--- src/rtl/lcd_bus_scheduler.sv ---
// lcd_bus_scheduler: power-up wait, fixed init sequence, then round-robin
// arbitration of two byte-write requesters onto an HD44780-style LCD bus.
// Each byte is driven as SETUP -> E high -> HOLD -> settle WAIT.
module lcd_bus_scheduler #(
    parameter int unsigned T_PWRUP = 750000,
    parameter int unsigned T_SETUP = 2,
    parameter int unsigned T_EH    = 25,
    parameter int unsigned T_HOLD  = 2,
    parameter int unsigned T_CMD   = 2000,
    parameter int unsigned T_CLR   = 82000
) (
    input  logic       clk,
    input  logic       rst,
    input  logic       req0_valid,
    input  logic       req0_rs,
    input  logic [7:0] req0_data,
    input  logic       req0_last,
    output logic       req0_ready,
    input  logic       req1_valid,
    input  logic       req1_rs,
    input  logic [7:0] req1_data,
    input  logic       req1_last,
    output logic       req1_ready,
    output logic       lcd_e,
    output logic       lcd_rs,
    output logic       lcd_rw,
    output logic       lcd_on,
    output logic       lcd_blon,
    output logic [7:0] data_lcd,
    output logic       init_done,
    output logic       busy
);

    localparam int unsigned M_A   = (T_PWRUP > T_CLR) ? T_PWRUP : T_CLR;
    localparam int unsigned M_B   = (T_CMD > T_EH) ? T_CMD : T_EH;
    localparam int unsigned M_C   = (T_SETUP > T_HOLD) ? T_SETUP : T_HOLD;
    localparam int unsigned M_AB  = (M_A > M_B) ? M_A : M_B;
    localparam int unsigned T_MAX = (M_AB > M_C) ? M_AB : M_C;
    localparam int unsigned CW    = $clog2(T_MAX + 1);

    typedef enum logic [2:0] {
        S_PWRUP,
        S_INIT,
        S_SETUP,
        S_EHIGH,
        S_HOLD,
        S_WAIT,
        S_IDLE
    } state_t;

    state_t        state;
    logic [CW-1:0] cnt;
    logic [2:0]    init_idx;
    logic          locked;
    logic          owner;
    logic          ptr;
    logic          gnt0;
    logic          gnt1;
    logic          is_clr;
    logic [CW-1:0] wait_last;

    // Fixed power-on command sequence: function set, display on, entry mode, clear
    function automatic logic [7:0] init_byte(input logic [2:0] idx);
        case (idx)
            3'd0:    init_byte = 8'h38;
            3'd1:    init_byte = 8'h0C;
            3'd2:    init_byte = 8'h06;
            default: init_byte = 8'h01;
        endcase
    endfunction

    assign lcd_rw = 1'b0;

    // Clear/home commands need the long settle time
    assign is_clr    = !lcd_rs && (data_lcd == 8'h01 || data_lcd == 8'h02 || data_lcd == 8'h03);
    assign wait_last = is_clr ? CW'(T_CLR - 1) : CW'(T_CMD - 1);

    // Grant decision: lock owner first, otherwise round-robin pointer
    always_comb begin
        gnt0 = 1'b0;
        gnt1 = 1'b0;
        if (state == S_IDLE && init_done) begin
            if (locked) begin
                gnt0 = !owner && req0_valid;
                gnt1 = owner && req1_valid;
            end else if (!ptr) begin
                gnt0 = req0_valid;
                gnt1 = !req0_valid && req1_valid;
            end else begin
                gnt1 = req1_valid;
                gnt0 = !req1_valid && req0_valid;
            end
        end
    end

    assign req0_ready = gnt0;
    assign req1_ready = gnt1;

    // Sequencer FSM with registered bus outputs
    always_ff @(posedge clk or posedge rst) begin
        if (rst) begin
            state     <= S_PWRUP;
            cnt       <= '0;
            init_idx  <= 3'd0;
            lcd_e     <= 1'b0;
            lcd_rs    <= 1'b0;
            data_lcd  <= 8'h00;
            lcd_on    <= 1'b0;
            lcd_blon  <= 1'b0;
            init_done <= 1'b0;
            busy      <= 1'b1;
            locked    <= 1'b0;
            owner     <= 1'b0;
            ptr       <= 1'b0;
        end else begin
            lcd_on   <= 1'b1;
            lcd_blon <= 1'b1;
            busy     <= 1'b1;
            case (state)
                S_PWRUP: begin
                    if (cnt == CW'(T_PWRUP - 1)) begin
                        cnt   <= '0;
                        state <= S_INIT;
                    end else begin
                        cnt <= cnt + CW'(1);
                    end
                end
                S_INIT: begin
                    data_lcd <= init_byte(init_idx);
                    lcd_rs   <= 1'b0;
                    init_idx <= init_idx + 3'd1;
                    cnt      <= '0;
                    state    <= S_SETUP;
                end
                S_SETUP: begin
                    if (cnt == CW'(T_SETUP - 1)) begin
                        cnt   <= '0;
                        lcd_e <= 1'b1;
                        state <= S_EHIGH;
                    end else begin
                        cnt <= cnt + CW'(1);
                    end
                end
                S_EHIGH: begin
                    if (cnt == CW'(T_EH - 1)) begin
                        cnt   <= '0;
                        lcd_e <= 1'b0;
                        state <= S_HOLD;
                    end else begin
                        cnt <= cnt + CW'(1);
                    end
                end
                S_HOLD: begin
                    if (cnt == CW'(T_HOLD - 1)) begin
                        cnt   <= '0;
                        state <= S_WAIT;
                    end else begin
                        cnt <= cnt + CW'(1);
                    end
                end
                S_WAIT: begin
                    if (cnt == wait_last) begin
                        cnt <= '0;
                        if (!init_done && init_idx != 3'd4) begin
                            state <= S_INIT;
                        end else begin
                            state     <= S_IDLE;
                            init_done <= 1'b1;
                            busy      <= 1'b0;
                        end
                    end else begin
                        cnt <= cnt + CW'(1);
                    end
                end
                S_IDLE: begin
                    busy <= 1'b0;
                    if (gnt0 || gnt1) begin
                        data_lcd <= gnt1 ? req1_data : req0_data;
                        lcd_rs   <= gnt1 ? req1_rs : req0_rs;
                        locked   <= gnt1 ? !req1_last : !req0_last;
                        owner    <= gnt1;
                        ptr      <= gnt0;
                        busy     <= 1'b1;
                        cnt      <= '0;
                        state    <= S_SETUP;
                    end
                end
                default: state <= S_PWRUP;
            endcase
        end
    end

endmodule

--- config.mk ---
export PLATFORM = sky130hd
export DESIGN_NAME = lcd_bus_scheduler
export DESIGN_NICKNAME = d
export VERILOG_FILES = /design/src/rtl/lcd_bus_scheduler.sv
export SDC_FILE = /design/constraint.sdc
export NUM_CORES = 1
export LEC_CHECK = 0
export ABC_CLOCK_PERIOD_IN_PS = 2900
export BUFFER_PORTS_ARGS = -buffer_cell sky130_fd_sc_hd__buf_2
export CAP_MARGIN = 20
export CORE_MARGIN = 5
export CORE_UTILIZATION = 30
export DETAILED_ROUTE_END_ITERATION = 12
export PLACE_DENSITY = 0.45
export SYNTH_ARGS = -nofsm -noshare
export SYNTH_HDL_FRONTEND = slang
export SYNTH_SLANG_ARGS = --single-unit
--- constraint.sdc ---
create_clock -name clk -period 2.9 [get_ports clk]
set_input_delay 0.145 -clock clk [delete_from_list [all_inputs] [get_ports clk]]
set_output_delay 0.145 -clock clk [all_outputs]
set_load 0.005 [all_outputs]
---- Word level (Yosys, flattened, before mapping) ----
Index checks and enable logic that the tools add are counted.
cells by class
  eq/ne operators ......................... 22
  mux-type cells .......................... 36
  reduce and logical (&&, ||, !) cells .... 29
  bitwise logic cells ..................... 1
  $add $sub $neg .......................... 2
operators with widths
  cell                                                                    number
  20-bit one-hot mux with 6 select lines                                  1
  20-bit 2-to-1 mux                                                       5
  3-bit 2-to-1 mux                                                        7
  3-bit one-hot mux with 7 select lines                                   1
  20-bit by 1-bit adder with 20-bit output, second input constant         1
  20-bit by 1-bit equality test with 1-bit output, second input constant  1
  20-bit by 17-bit equality test with 1-bit output                        1
  20-bit equality test, second input constant                             1
  20-bit by 5-bit equality test with 1-bit output, second input constant  1
  6-bit one-hot mux with 3 select lines                                   1
  17-bit 2-to-1 mux                                                       1
  8-bit by 2-bit equality test with 1-bit output, second input constant   2
  8-bit 2-to-1 mux                                                        2
  8-bit one-hot mux with 2 select lines                                   1
  1-bit 2-to-1 mux                                                        14
  2-bit != test, second input constant                                    5
  3-bit by 2-bit equality test with 1-bit output, second input constant   3
  3-bit equality test, second input constant                              3
  8-bit by 1-bit equality test with 1-bit output, second input constant   1
  1-bit logical AND                                                       7
  1-bit zero test                                                         7
  3-bit by 1-bit equality test with 1-bit output, second input constant   2
  3-bit zero test                                                         2
  1-bit one-hot mux with 2 select lines                                   3
  other kinds (11)                                                        17
storage, ports and cells
  bits in registers ....................... 42
  logic and storage cells ................. 102
  output and inout bits ................... 17
  input port bits ......................... 24

---- Longest topological paths before layout ----
  depth after elaboration ................. 8
  depth in mapped cells ................... 8
  gate-level depth less buffers ........... 7

---- Worst setup path before layout ----
Ideal clock, no wire load.
  path kind ............................... reg-to-reg
  start ................................... reg cnt[7]
  end ..................................... reg cnt[7]
  setup time .............................. 119 ps
  slack ................................... 540 ps
  arrival ................................. 2,241 ps
  cell stages (with the launch flop) ...... 9
  clock period less this slack ............ 2,360 ps
  buffers on the path ..................... 2
  data required time ...................... 2,781 ps
  cells stage by stage .................... dfrtp_1 -> buf_6 -> or4_4 -> nor4_4 -> a31oi_2 -> o41ai_4 -> and2_1 -> buf_6 -> nor2_1
between the ends
  longest elaborated chain between the ends .. 3
  elaborated cells between the ends (all ways) .. 10
  those cells by class .................... add/sub (1); eq/ne (4); mux (5)
RTL lines
  element                                                           line  text
  start, declared                                                   52    logic [CW-1:0] cnt;
  start signal, assigned                                            125   cnt <= cnt + CW'(1);
  start signal, assigned                                            141   cnt <= cnt + CW'(1);
  start signal, assigned                                            150   cnt <= cnt + CW'(1);
  20-bit by 1-bit adder with 20-bit output (tied with other cells)  -
  20-bit 2-to-1 mux (on tied branches)                              -
  20-bit one-hot mux with 6 select lines (*)                        119   case (state)
Mark *: on every way between the ends. The rest lies on a longest branch, timed or not.
A chain may end at the register's enable or synchronous reset.

---- Worst setup path in the final report ----
  start ................................... reg cnt[7]
  end ..................................... reg cnt[1]
between the ends
  longest elaborated chain between the ends .. 3
  elaborated cells between the ends (all ways) .. 9
  those cells by class .................... eq/ne (4); mux (5)
RTL lines
  element                                                                   line  text
  20-bit by 17-bit equality test with 1-bit output (tied with other cells)  162   if (cnt == wait_last) begin
  20-bit 2-to-1 mux (on tied branches)                                      -
  20-bit one-hot mux with 6 select lines (*)                                119
Marks and branches as above.

==> reports/results.ini <==
[status]
status = completed

[route]
drt_pass1_iterations = 4
vias_per_cell = 5.20
drt_iter0_drc = 145
ant_nets = 0
drcViolationCount = 0
via_count = 2289
wl_per_cell_um = 15.0
wl_mm = 6.61

[yosys]
synth_area_leaders = dfrtp_1 (39%), nand2_1 (4.2%), nor2_1 (4.0%)
synth_top_family_by_area = simple AND/OR/NAND/NOR gates
synth_mux_area_share_pct = 4.71
synth_edf_count = 0
yosysTopAreaCell = dfrtp_1
yosysUniqueCellTypes = 63
synth_nets = 320
synth.ff_latch_count = 42
synth_fa_ha_area_share_pct = 3.29
synth_xor_area_share_pct = 4.28
synth_warnings = 0
synth_top_area_share_pct = 38.6
avgSynthCellArea_sq_um = 9.20
syn_inst = 289
ys_seq_area_share_pct = 39.6
synth_compound_area_share_pct = 18.6
async_reset_ff_share_pct = 100
syn_area_sq_um = 2660
ys_dominant_reg_cell = dfrtp_1
synth-simple-area-share_pct = 25.1

[finish]
drive_gt1_share_pct = 21.4
area_growth_pct = 16.8
layout_commonest_cell = dfrtp_1
layout_common_cells = dfrtp_1 (41), buf_2 (39), nand2_1 (30)
nFillCells = 901
layout.nets = 362
antennaDiodeCount = 0

[timing]
finalSetupTns_ps = 0
worst_slew_margin_rel_pct = 36.5
fin_crit_sh_pct = 88.0
finalMaxSlewViolations = 0
fin_crit_ps = 2550
worstMarginPinSlew_ps = 945
timing.hold.ws_ps = 16.7
setup_viol = 0
final_hold_viol_count = 0
rsz0062_at_grt = no
fin_skew_ps = 8.52
fin_ws_ps = 347
fmax_ghz = 0.392

[global_routing]
grt_overflow = 0
grt_max_degree = 25
grt_pass1_wl_mm = 11.4
grt_util_all_layers_pct = 12.5
antenna_found_initial = 0
grt_pass1_vias = 2226

[cts]
post-cts-setup-buffers = 0
cts_tree = done
numCtsBuffers = 5
cts.sinks = 42
clockRootBuffer = clkbuf_8
cts_max_level = 2
cts.clk_slew.worst_paths_ps = 90
insertion_delay_ps = 300
clk_path_buf_depth = 2

[floorplanning]
die_w_um = 104
initial_core_util_pct = 30.6
die_area_sq_um = 10800
dieHeight_um = 104
num_io_pins = 41
fp.coreArea_sq_um = 8680
rows = 34

[placed_design]
dp_hpwl_mm = 5.04
place_ws_ps = 348
io_buffers = 39
gp_congestion = 0.829

[worst_setup_path]
cp.required_ps = 3090
endpoint_kind = flop
crit_type = flop to flop
start_kind = flop
worstPathArrival_ps = 2740
r2r_setup_slack_ps = 350
crit_fanout = 9

[flow_run]
cap_violations = 0

[power]
power_leakage_nw = 1.42
power_frac_comb_pct = 44.9
power_frac_seq_pct = 35.3
powerDensity_nw_per_um2 = 778
pwr-share-clk_pct = 19.8
switchingPower_mw = 0.967
switching_share_pct = 40.0
p_total_mw = 2.42
internal-power_mw = 1.45
irDropWorstVdd_v = 0.000236

[hold_path]
hold_class = input pin to flop

## layout make-up
cell class | count | area (sq um) | share of cell area [%]
sequential | 42 | 1050 | 33.9
multi-input combinational | 224 | 1500 | 48.2
inverter | 8 | 30.0 | 0.967
clock buffer | 6 | 72.6 | 2.34
clock inverter | 2 | 37.5 | 1.21
timing repair buffer | 50 | 280 | 9.03
tap | 108 | 135 | 4.35
## sequential cells by signal, indices dropped and copies added (netlist names), 3 cells and up
| signal | count |
|---|---|
| data_lcd | 8 |
| init_idx | 3 |
| cnt | 20 |
| state | 3 |
## cell usage after synthesis (all sizes together), types with 3 or more instances
cell type	instances
a31oi	3
inv	8
nand4	5
a21oi	9
nor3	12
nor2b	4
xor2	4
a21o	6
xnor2	9
nand2	30
mux2i	8
o31ai	4
mux2	4
buf	5
o21ai	16
nand3	7
a211o	3
ha	7
nor2	29
nor4	5
and3	6
and2	6
dfrtp	41
nand2b	3
clkbuf	10
or3	6
## logic make-up after synthesis
| logic type | Yosys count |
|---|---|
| simple gates | 125 |
| compound gates | 65 |
| flops | 42 |
| buf+inv | 23 |
| xor+xnor | 13 |
| mux | 12 |
| fa+ha+maj | 7 |
| other cells | 2 |
## final timing paths
kind | startpoint | to | cells past startpoint
hold / removal | req1_last | locked$_DFFE_PP0P_ | 2
setup reg to reg | cnt[7]$_DFFE_PP0P_ | cnt[1]$_DFFE_PP0P_ | 6
max in group asynchronous | rst | cnt[8]$_DFFE_PP0P_ | 4
setup / recovery | cnt[7]$_DFFE_PP0P_ | cnt[1]$_DFFE_PP0P_ | 6
min in group asynchronous | rst | lcd_blon$_DFF_PP0_ | 3
hold reg to reg | data_lcd[6]$_DFFE_PP0P_ | data_lcd[6]$_DFFE_PP0P_ | 2
## per-stage QoR
step / cell area (sq um) / utilization [%] / std cells
4_1_cts: 3100 / 35.8 / 440
6_report: 3100 / 35.8 / 440
2_1_floorplan: 2660 / - / 289
3_3_place_gp: 2980 / 34.4 / 431
3_5_place_dp: 2980 / 34.4 / 431
5_1_grt: 3100 / 35.8 / 440
## critical path, cell delays in order, from the launching register on
cell and delay (ps):
dfrtp_1 480, or4_4 580, nor4_4 280, a31oi_2 200, nor4_2 500, nor2b_1 130
a31o_2 270
## power by group through the flow
stage	Sequential [mW]	Combinational [mW]	Clock (mW)
2_1_floorplan	0.815	0.828	0
3_3_place_gp	0.867	1.10	0
3_5_place_dp	0.867	1.09	0
4_1_cts	0.854	1.10	0.491
5_1_grt	0.877	1.21	0.517
6_report	0.852	1.09	0.478
## routing by layer
metal	track usage, %	share of wire [%]	wire, um	vias to the layer above
li1	-	-	-	1135
met1	17.6	50	3270	1078
met2	18.7	43	2870	64
met3	3.04	5.5	364	12
met4	4.26	1.5	102	0
met5	0	0	0	-
## what timing repair did
action,CTS,global route
hold endpoints to repair,22,0
hold buffers,1,0
gates resized for setup,0,0
No activity file was read; power rests on OpenSTA's default activity.
